==> config.mk <==
export PLATFORM = sky130hd
export DESIGN_NAME = rs_syndrome_calc_flat
export DESIGN_NICKNAME = d
export VERILOG_FILES = /design/src/rtl/rs_syndrome_calc_if.sv /design/src/rtl/rs_syndrome_calc.sv /design/src/flat_wrapper.sv
export SDC_FILE = /design/constraint.sdc
export NUM_CORES = 1
export LEC_CHECK = 0
export ABC_AREA = 1
export BUFFER_PORTS_ARGS = -buffer_cell sky130_fd_sc_hd__buf_2
export CORE_MARGIN = 2
export CORE_UTILIZATION = 50
export DETAILED_ROUTE_END_ITERATION = 16
export PLACE_DENSITY_LB_ADDON = 0.2
export SLEW_MARGIN = 10
export SYNTH_ARGS = -nofsm -noshare
export SYNTH_HDL_FRONTEND = slang
export SYNTH_SLANG_ARGS = --single-unit
==> constraint.sdc <==
create_clock -name clk -period 3.9 [get_ports clk]
set_input_delay 0.975 -clock clk [delete_from_list [all_inputs] [get_ports clk]]
set_output_delay 0.975 -clock clk [all_outputs]
set_load 0.01 [all_outputs]
==> src/rtl/rs_syndrome_calc_if.sv <==
// Handshake/result bundle between the RS(15,9) syndrome calculator and its neighbours.
// The master drives the codeword and start request; the slave returns syndromes and status.
interface rs_syndrome_calc_if #(
  parameter int NUM_SYND = 6
);
  logic [59:0]             codeWordVector;
  logic                    startSynd;
  logic [4*NUM_SYND-1:0]   syndromeVector;
  logic                    syndromeValid;
  logic                    errorDetected;
  logic                    synBusy;

  modport master (
    output codeWordVector, startSynd,
    input  syndromeVector, syndromeValid, errorDetected, synBusy
  );

  modport slave (
    input  codeWordVector, startSynd,
    output syndromeVector, syndromeValid, errorDetected, synBusy
  );
endinterface

==> src/rtl/rs_syndrome_calc.sv <==
// RS(15,9) GF(16) syndrome calculator: Horner evaluation of S_j = C(alpha^j), one symbol per clock.
// Optional feature macro RS_SYND_RESTART_EN: startSynd outside IDLE aborts and restarts the word.
module rs_syndrome_calc #(
  parameter int NUM_SYND = 6
) (
  input logic               clk,
  input logic               resetN,
  rs_syndrome_calc_if.slave synBus
);

  localparam int N = 15;
  localparam int M = 4;
  localparam logic [M-1:0] FIELD_TAIL = 4'b0011;  // alpha^4 = alpha + 1

  typedef enum logic [1:0] {
    IDLE  = 2'd0,
    ACCUM = 2'd1,
    DONE  = 2'd2
  } stateT;

  function automatic logic [M-1:0] gfMul(input logic [M-1:0] a, input logic [M-1:0] b);
    logic [M-1:0] prod;
    logic [M-1:0] shifted;
    prod    = '0;
    shifted = a;
    for (int i = 0; i < M; i++) begin
      if (b[i]) prod = prod ^ shifted;
      shifted = {shifted[M-2:0], 1'b0} ^ (shifted[M-1] ? FIELD_TAIL : '0);
    end
    return prod;
  endfunction

  function automatic logic [NUM_SYND-1:0][M-1:0] alphaTable();
    logic [NUM_SYND-1:0][M-1:0] tbl;
    logic [M-1:0] pw;
    pw = 4'b0001;
    for (int j = 0; j < NUM_SYND; j++) begin
      pw     = gfMul(pw, 4'b0010);
      tbl[j] = pw;
    end
    return tbl;
  endfunction

  localparam logic [NUM_SYND-1:0][M-1:0] ALPHA = alphaTable();

  stateT                      state;
  stateT                      nextState;
  logic [N*M-1:0]             cwReg;
  logic [3:0]                 symCnt;
  logic [NUM_SYND-1:0][M-1:0] acc;
  logic [M-1:0]               curSym;
  logic                       restartReq;
  logic                       loadWord;
  logic [4*NUM_SYND-1:0]      syndReg;
  logic                       validReg;
  logic                       errReg;

`ifdef RS_SYND_RESTART_EN
  assign restartReq = synBus.startSynd && (state != IDLE);
`else
  assign restartReq = 1'b0;
`endif

  assign loadWord = (state == IDLE && synBus.startSynd) || restartReq;
  assign curSym   = cwReg[{symCnt, 2'b00} +: M];

  // NOTE: sequential state uses non-blocking assignments so every register samples pre-edge values.
  always_ff @(posedge clk) begin
    if (!resetN) state <= IDLE;
    else         state <= nextState;
  end

  // NOTE: default assignment up front keeps this comb block latch-free on every path.
  always_comb begin
    nextState = state;
    unique case (state)
      IDLE:    if (synBus.startSynd) nextState = ACCUM;
      ACCUM:   if (!restartReq && symCnt == 4'd0) nextState = DONE;
      DONE:    nextState = restartReq ? ACCUM : IDLE;
      default: nextState = IDLE;
    endcase
  end

  always_comb begin
    synBus.synBusy = (state != IDLE);
  end

  always_ff @(posedge clk) begin
    if (!resetN) begin
      cwReg    <= '0;
      symCnt   <= 4'd14;
      acc      <= '0;
      syndReg  <= '0;
      validReg <= 1'b0;
      errReg   <= 1'b0;
    end else begin
      validReg <= 1'b0;
      if (loadWord) begin
        cwReg  <= synBus.codeWordVector;
        symCnt <= 4'd14;
        acc    <= '0;
      end else if (state == ACCUM) begin
        for (int j = 0; j < NUM_SYND; j++) begin
          acc[j] <= gfMul(acc[j], ALPHA[j]) ^ curSym;
        end
        symCnt <= symCnt - 4'd1;
      end else if (state == DONE) begin
        syndReg  <= acc;
        errReg   <= |acc;
        validReg <= 1'b1;
      end
    end
  end

  assign synBus.syndromeVector = syndReg;
  assign synBus.syndromeValid  = validReg;
  assign synBus.errorDetected  = errReg;

endmodule
==> src/flat_wrapper.sv <==
// flat-port wrapper written by rule: the top's interface ports become plain ports
module rs_syndrome_calc_flat 
#(
  parameter int NUM_SYND = 6
)
  (clk, resetN, synBus_codeWordVector, synBus_startSynd, synBus_syndromeVector, synBus_syndromeValid, synBus_errorDetected, synBus_synBusy);
  rs_syndrome_calc_if #(.NUM_SYND(NUM_SYND)) synBus_i ();
  input logic clk;
  input logic resetN;
  input wire logic [$bits(synBus_i.codeWordVector)-1:0] synBus_codeWordVector;
  input wire logic [$bits(synBus_i.startSynd)-1:0] synBus_startSynd;
  output wire logic [$bits(synBus_i.syndromeVector)-1:0] synBus_syndromeVector;
  output wire logic [$bits(synBus_i.syndromeValid)-1:0] synBus_syndromeValid;
  output wire logic [$bits(synBus_i.errorDetected)-1:0] synBus_errorDetected;
  output wire logic [$bits(synBus_i.synBusy)-1:0] synBus_synBusy;
  assign synBus_i.codeWordVector = synBus_codeWordVector;
  assign synBus_i.startSynd = synBus_startSynd;
  assign synBus_syndromeVector = synBus_i.syndromeVector;
  assign synBus_syndromeValid = synBus_i.syndromeValid;
  assign synBus_errorDetected = synBus_i.errorDetected;
  assign synBus_synBusy = synBus_i.synBusy;
  rs_syndrome_calc #(.NUM_SYND(NUM_SYND)) u_core (.clk(clk), .resetN(resetN), .synBus(synBus_i));
endmodule
Yosys cells after proc, flatten, opt, wreduce, memory -nomap -nowiden

Index checks and enable logic that the tools add are counted.

Flip-flop bits (word level): 116

Reductions and logical operators: 9
Add/sub/neg operators: 1
Multiplexer cells: 43
Bitwise operators: 24
Shift-type cells: 1
Eq/ne operators: 4

Operator list:

| cell                                                   | count |
|---|---|
| two-way mux 4 bit                                      | 27 |
| XOR 4 bit                                              | 21 |
| variable part select 60 x 7 -> 4 bit                   | 1 |
| two-way mux 2 bit                                      | 14 |
| OR reduction 24 bit                                    | 1 |
| zero test 4 bit                                        | 1 |
| one-hot mux 2 bit (2 select lines)                     | 1 |
| subtractor 4 x 1 -> 4 bit (second input constant)      | 1 |
| NOT 1 bit                                              | 3 |
| AND reduction 3 bit                                    | 1 |
| OR reduction 3 bit                                     | 1 |
| == test 2 x 1 -> 1 bit (second input constant)         | 1 |
| == test 2 bit (second input constant)                  | 1 |
| zero test 2 bit                                        | 1 |
| inequality test 2 x 1 -> 1 bit (second input constant) | 1 |
| inequality test 2 bit (second input constant)          | 1 |
| AND reduction 2 bit                                    | 1 |
| nonzero test 2 bit                                     | 1 |
| OR reduction 2 bit                                     | 1 |
| logical AND 1 bit                                      | 1 |
| two-way mux 1 bit                                      | 1 |

Longest topological paths before layout

Gate-level depths: netlist of run 1.

Word-level depth: 12
Mapped depth: 13
Gate-level depth less buffers: 11

Worst setup path before layout of run 1

No wires, ideal clock.

Path type: input-to-reg
From: in synBus_startSynd
To: reg u_core.symCnt[2]
Buffers on the path: 1
Cell stages on the path: 7
Data arrival time: 1.670 ns
Data required time: 3.777 ns
Setup slack: 2.107 ns
Setup time: 0.123 ns
Cell sequence: nand2_2 inv_2 nor2_4 inv_2 buf_2 a21oi_1 o21ai_0

Longest elaborated chain between the ends: 2

Ends and longest elaborated chain:

| what                         | RTL line                | source |
|---|---|---|
| start: declaration           | flat_wrapper.sv:11      | `input wire logic [$bits(synBus_i.startSynd)-1:0] synBus_startSynd;` |
| logical AND 1 bit            | rs_syndrome_calc.sv:64  | `assign loadWord = (state == IDLE && synBus.startSynd) \|\| restartReq;` |
| OR reduction 2 bit (no line) | --                      |  |
| end signal: assignment       | rs_syndrome_calc.sv:106 | `symCnt <= symCnt - 4'd1;` |
| end: declaration             | rs_syndrome_calc.sv:49  | `logic [3:0] symCnt;` |

Every way passes these cells.
A chain may end at the register's enable or synchronous reset.

Worst setup path after layout of run 1

From: reg u_core.state[1]
To: out synBus_synBusy

Longest elaborated chain between the ends: 1

Ends and longest elaborated chain:

| what                     | RTL line               | source |
|---|---|---|
| start: declaration       | rs_syndrome_calc.sv:46 | `stateT state;` |
| start signal: assignment | rs_syndrome_calc.sv:70 | `else state <= nextState;` |
| nonzero test 2 bit       | rs_syndrome_calc.sv:85 | `synBus.synBusy = (state != IDLE);` |
| end: declaration         | flat_wrapper.sv:15     | `output wire logic [$bits(synBus_i.synBusy)-1:0] synBus_synBusy;` |

Every way passes these cells.

==> results of run 1 <==
## per-stage QoR
step | power [W] | hold WS (ns) | instances | instance area (sq um)
after floorplan | 0.00162 | 0.419 | 784 | 5470
after global placement | 0.00171 | 0.440 | 976 | 5900
after detailed placement | 0.00172 | 0.442 | 976 | 5900
after CTS | 0.00341 | 0.457 | 1008 | 6540
after global routing | 0.00353 | 0.486 | 1008 | 6540
final | 0.00340 | 0.457 | 1008 | 6540
## area by class of cell
| type | count | area (sq um) | share of cell area (%) |
|---|---|---|---|
| Sequential cell | 116 | 2320 | 35.5 |
| Timing Repair Buffer | 94 | 483 | 7.38 |
| Clock inverter | 12 | 201 | 3.08 |
| Inverter | 96 | 363 | 5.55 |
| Multi-Input combinational cell | 530 | 2550 | 39.0 |
| Tap cell | 140 | 175 | 2.68 |
| Clock buffer | 20 | 445 | 6.81 |
## placed cells by master, fill, tap and decap left out
| master | instances |
|---|---|
| nand2_1 | 135 |
| o21ai_0 | 84 |
| buf_2 | 89 |
| nand4_1 | 4 |
| o21ai_1 | 1 |
| nor2_4 | 3 |
| dfxtp_1 | 116 |
| a211oi_1 | 1 |
| clkinv_1 | 1 |
| inv_4 | 1 |
| inv_1 | 90 |
| nor3_1 | 3 |
| clkinv_2 | 1 |
| bufinv_16 | 5 |
| a21oi_1 | 62 |
| nor2_1 | 110 |
| inv_6 | 1 |
| xor2_1 | 12 |
| xnor2_1 | 2 |
| o211ai_1 | 2 |
| clkinvlp_4 | 5 |
| nor2_2 | 9 |
| nand3_1 | 79 |
| clkbuf_1 | 1 |
| nand2_4 | 9 |
| nand2_2 | 8 |
| inv_2 | 4 |
| clkbuf_16 | 16 |
| ha_1 | 6 |
| clkbuf_8 | 3 |
| buf_4 | 5 |
## worst paths after layout
kind                                         end  cells after the start
worst max-delay path              synBus_synBusy                      3
worst min-delay path            u_core.cwReg[58]                      2
worst max register to register     u_core.acc[7]                     10
worst min register to register  u_core.cwReg[58]                      2
## flip-flops by register name (all words and copies together), names as in the netlist
| register | cells |
|---|---|
| u_core.cwReg | 60 |
| u_core.acc | 24 |
| u_core.synBus.syndromeVector | 24 |
| u_core.symCnt | 4 |
| u_core.state | 2 |
| u_core.synBus.errorDetected | 1 |
| u_core.synBus.syndromeValid | 1 |
## report_power, final
group          total [W]  internal (W)  leakage, nW  switching [W]
logic           0.000409      0.000146         1.90       0.000264
clock network    0.00169       0.00114        0.300       0.000554
registers        0.00130       0.00126        0.952      0.0000427
total            0.00340       0.00254         3.15       0.000860
## cell usage after synthesis, drive strengths merged
cell,n,area share (%)
nand2,152,12
nor2,122,9.2
dfxtp,116,42
inv,96,6.6
o21ai,85,7.8
nand3,79,7.2
a21oi,62,5.7
clkbuf,23,1.6
buf,19,2.6
xor2,12,1.9
ha,6,1.4
nand4,4,0.46
nor3,3,0.27
o211ai,2,0.27
xnor2,2,0.32
a211oi,1,0.14
## worst reg2reg max path: stages, from the launching register on
cell	delay [ns]
dfxtp_1	0.75
buf_4	0.33
nand2_1	0.08
nand3_1	0.09
nand3_1	0.10
nand2_2	0.26
nand2_4	0.13
nand2_1	0.09
nand3_1	0.07
nand2_1	0.09
inv_1	0.04
## logic make-up (layout without fill, tap and decap cells)
family	Yosys count	after routing	share of synthesized area [%]
AND/OR/NAND/NOR	360	360	29.2
AO/OA/AOI/OAI	150	150	13.9
buffers and inverters	138	222	10.8
flip-flops	116	116	42.5
XOR/XNOR	14	14	2.24
adder cells (fa/ha/maj)	6	6	1.37
## layer usage
metal / wire [um] / track usage [%] / vias to the layer above
met1: 6500 / 32.2 / 2322
met5: 0 / 0 / -
met3: 831 / 5.97 / 16
met2: 6200 / 38.9 / 163
li1: - / - / 2635
met4: 180 / 7.69 / 0
==> impl_metrics.yaml, run 1 <==
detailed_routing:
  drt_drc_violations_left: 0
  vias: 5136
  dr.first_iter.drc_count: 299
  drt-pass1-iter-count: 5
  routed_wl_um: 13700
  vias_per_cell: 5.10
  ant_nets: 0
  drt-wirelength-per-cell_um: 13.6
power:
  power_density_mw_per_mm2: 519
  leakage_nw: 3.15
  vdd_drop_max_v: 0.000236
critical_path:
  timing.critical_path.buf_inv: 2
  timing.critical_path.slowest_cell_delay_ns: 0.33
  cp_cell_sequence: "nor2_1 -> inv_1 -> buf_2"
  crit_path_max_fanout: 3
  crit_start: "u_core.state[1]"
  crit_arrival_ns: 1.21
  critPathLaunchType: "flip-flop"
  path_delay_family: "flip-flops"
  slowest_stage: "dfxtp_1"
  crit_type: "flip-flop to primary output"
  required_ns: 2.92
  rrSetupSlack_ns: 1.77
  rr_startpoint: "u_core.symCnt[0]"
  cp-end-kind: "primary output"
sta:
  fin_setup_tns_ns: 0
  timing.final.hold_violations: 0
  final.setup.worst_slack_ns: 1.71
  fmax_mhz: 457
  period_share_pct: 56.1
  setup_viol: 0
  rsz0062_at_grt: "no"
  fin_crit_ns: 2.19
  slew_viol_final: 0
  worst_pin_slew_ns: 1.04
  slew_headroom_pct: 30.1
  finClkSkew_ns: 0.00756
cells_and_area:
  nNetsFinal: 924
  utilization_pct: 60.9
  layout-drive-gt1-share_pct: 18.3
  area_growth_pct: 19.7
  fillers: 1029
  antenna_cells: 0
yosys:
  yosys_warnings: 0
  synth-seq-area-share_pct: 42.5
  ys_seq_elements: 116
  postSynthCellCount: 784
  syn-cell-area_sq_mm: 0.00547
  syn_nets: 853
  avgSynthCellArea_sq_um: 6.97
  yosysUniqueCellTypes: 26
die:
  die_h_um: 109
  rows: 38
  core_sq_mm: 0.0107
  start_util_pct: 50.9
  io_pins: 90
  die-area_sq_mm: 0.0118
  fp.dieW_um: 109
clock_network:
  cts_root_buf: "clkbuf_8"
  hold_buffers: 0
  clkTransAtPathRegs_ns: 0.06
  cts.sinks: 116
  cts_tree: "built"
  cts_resized: 0
  numCtsBuffers: 17
  htreeDepth: 4
  post_cts_buffers: 0
  clk_latency_ns: 0.53
  clk_path_buf_depth: 2
hold_path:
  hp-class: "flip-flop to flip-flop"
  min_from: "u_core.cwReg[58]"
placement:
  dp_slack_ns: 1.51
  gp_congestion: 0.859
  io_buffers: 89
  hpwl_um: 9110
global_route:
  grt_max_degree: 85
  grt_first_pass_wirelength_um: 22400
  antenna_found_initial: 0
  grt_pass1_vias: 4853
  gr-total-overflow: 0
  grt.total_usage_pct: 24.3
outcome:
  status: "finished clean"
job:
  drv_cap: 0
(Power assumes the default switching activity.)
==> run 2, diff against run 1 <==
==> constraint.sdc (replaced) <==
create_clock -name clk -period 1.96 [get_ports clk]
set_input_delay 0.49 -clock clk [delete_from_list [all_inputs] [get_ports clk]]
set_output_delay 0.49 -clock clk [all_outputs]
set_load 0.01 [all_outputs]
==> run 2 against run 1 <==
Against the previous run:
- sequential share of layout area grew 0.31 points
- sequential cell count stayed put
- setup slack got worse by 1.5 ns
- routed wire length decreased by 1.1%
- clock power is 67% higher
- sequential power up 98%
- power increased by 84%
- register-to-register slack lost 1.5 ns
- critical path depth did not move
- largest cell class unchanged
- combinational power is 100% higher
- final area is 0.86% lower
==> impl_metrics.yaml, run 2 (synthesis gave the netlist of run 1 again) <==
outcome:
  status: "finished clean"
power:
  leakage_nw: 3.16
  internal_power_w: 0.00462
  vdd_drop_max_v: 0.000458
  p_sw_w: 0.00162
  switching_share_pct: 26.0
  power_density_mw_per_mm2: 962
  combPwrFrac_pct: 13.3
  pwr-share-seq_pct: 41.4
  clkPwrFrac_pct: 45.3
  p_total_w: 0.00624
clock_network:
  htreeDepth: 4
  cts.sinks: 116
  numCtsBuffers: 17
  clk_latency_ns: 0.52
  post_cts_buffers: 0
  hold_buffers: 0
  clk_path_buf_depth: 2
  cts_tree: "built"
  clkTransAtPathRegs_ns: 0.05
  cts_resized: 0
  cts_root_buf: "clkbuf_8"
cells_and_area:
  largest_reg_flops: 60
  top_register: "u_core.cwReg"
  antenna_cells: 0
  layout-drive-gt1-share_pct: 18.4
  multi_input_area_sq_mm: 0.00255
  final_cell_mix: "nand2_1, dfxtp_1, nor2_1, inv_1, buf_2"
  layout_commonest_cell: "nand2_1"
  seq_area_sq_mm: 0.00232
  fillers: 987
  nNetsFinal: 929
  area_growth_pct: 18.7
sta:
  fmax_mhz: 583
  fin_crit_ns: 1.71
  slew_viol_final: 0
  setup_viol: 0
  timing.final.hold_violations: 0
  finClkSkew_ns: 0.00554
  fin_setup_tns_ns: 0
  worst_pin_slew_ns: 0.637
  rsz0062_at_grt: "no"
  slew_headroom_pct: 57.5
  period_share_pct: 87.5
job:
  drv_cap: 0
die:
  start_util_pct: 50.9
  die-area_sq_mm: 0.0118
  rows: 38
  core_sq_mm: 0.0107
  die_h_um: 109
  io_pins: 90
  fp.dieW_um: 109
critical_path:
  crit_arrival_ns: 1.22
  r2r_end: "u_core.acc[0]"
  required_ns: 1.47
  crit_type: "flip-flop to primary output"
  crit_path_max_fanout: 3
  r2r_cells: 10
  rr_startpoint: "u_core.symCnt[0]"
  rrSetupSlack_ns: 0.27
  slowest_stage: "dfxtp_1"
  cp_cell_sequence: "nor2_1 -> inv_1 -> buf_2"
  critPathLaunchType: "flip-flop"
  crit_start: "u_core.state[1]"
  timing.critical_path.slowest_cell_delay_ns: 0.33
  cp-end-kind: "primary output"
detailed_routing:
  drt_drc_violations_left: 0
  ant_nets: 0
  vias_per_cell: 5.08
  vias: 5132
  routed_wl_um: 13600
  drt-pass1-iter-count: 5
  dr.first_iter.drc_count: 486
  drt-wirelength-per-cell_um: 13.4
global_route:
  grt_first_pass_wirelength_um: 22300
  grt.total_usage_pct: 24.2
  grt_pass1_vias: 4821
  gr-total-overflow: 0
  antenna_found_initial: 0
  grt_max_degree: 85
hold_path:
  min_from: "synBus_codeWordVector[59]"
  holdPathEnd: "u_core.cwReg[59]"
  whs_path_depth: 3
  hp-class: "primary input to flip-flop"
placement:
  io_buffers: 89
  gp_congestion: 0.881
  hpwl_um: 9240
[run 2: cell type report]
class | count | share of cell area, %
Clock inverter | 5 | 0.772
Tap cell | 140 | 2.70
Sequential cell | 116 | 35.8
Inverter | 96 | 5.59
Timing Repair Buffer | 99 | 8.22
Multi-Input combinational cell | 530 | 39.4
Clock buffer | 24 | 7.56
[run 2: worst max path at each step]
stage                            end  slack [ns]
floorplan             u_core.acc[11]        0.64
global placement      u_core.acc[17]        0.38
detailed placement  u_core.cwReg[39]        0.37
CTS                   synBus_synBusy        0.23
global route          u_core.acc[13]        0.12
finish                synBus_synBusy        0.25
[run 2: power by group through the flow]
stage / logic [W] / clock network, W / registers (W)
after global routing: 0.000948 / 0.00297 / 0.00259
final: 0.000832 / 0.00283 / 0.00258
after global placement: 0.000799 / 0 / 0.00262
after CTS: 0.000827 / 0.00285 / 0.00258
after detailed placement: 0.000816 / 0 / 0.00263
after floorplan: 0.000621 / 0 / 0.00260
[run 2: critical path: cells and delay by family (launching register included)]
family                 cells  cell delay [ns]
flip-flops                 1             0.33
AND/OR/NAND/NOR            1             0.19
buffers and inverters      2             0.19
[run 2: routing by layer]
| metal | wire [um] | track usage, % | vias to the layer above |
|---|---|---|---|
| met2 | 5940 | 36.9 | 160 |
| met4 | 225 | 9.71 | 0 |
| met3 | 830 | 4.94 | 18 |
| met1 | 6560 | 33.3 | 2313 |
| met5 | 0 | 0 | - |
| li1 | - | - | 2641 |
[run 2: per-stage QoR]
stage / utilization (%) / area, sq um / cells / hold WS (ns) / worst slack [ns]
3_3_place_gp: 55.3 / 5950 / 981 / 0.438 / 0.383
5_1_grt: 60.4 / 6490 / 1010 / 0.210 / 0.124
3_5_place_dp: 55.3 / 5950 / 981 / 0.442 / 0.366
6_report: 60.4 / 6490 / 1010 / 0.215 / 0.246
4_1_cts: 60.4 / 6490 / 1010 / 0.208 / 0.232
2_1_floorplan: - / 5470 / 784 / 0.419 / 0.643
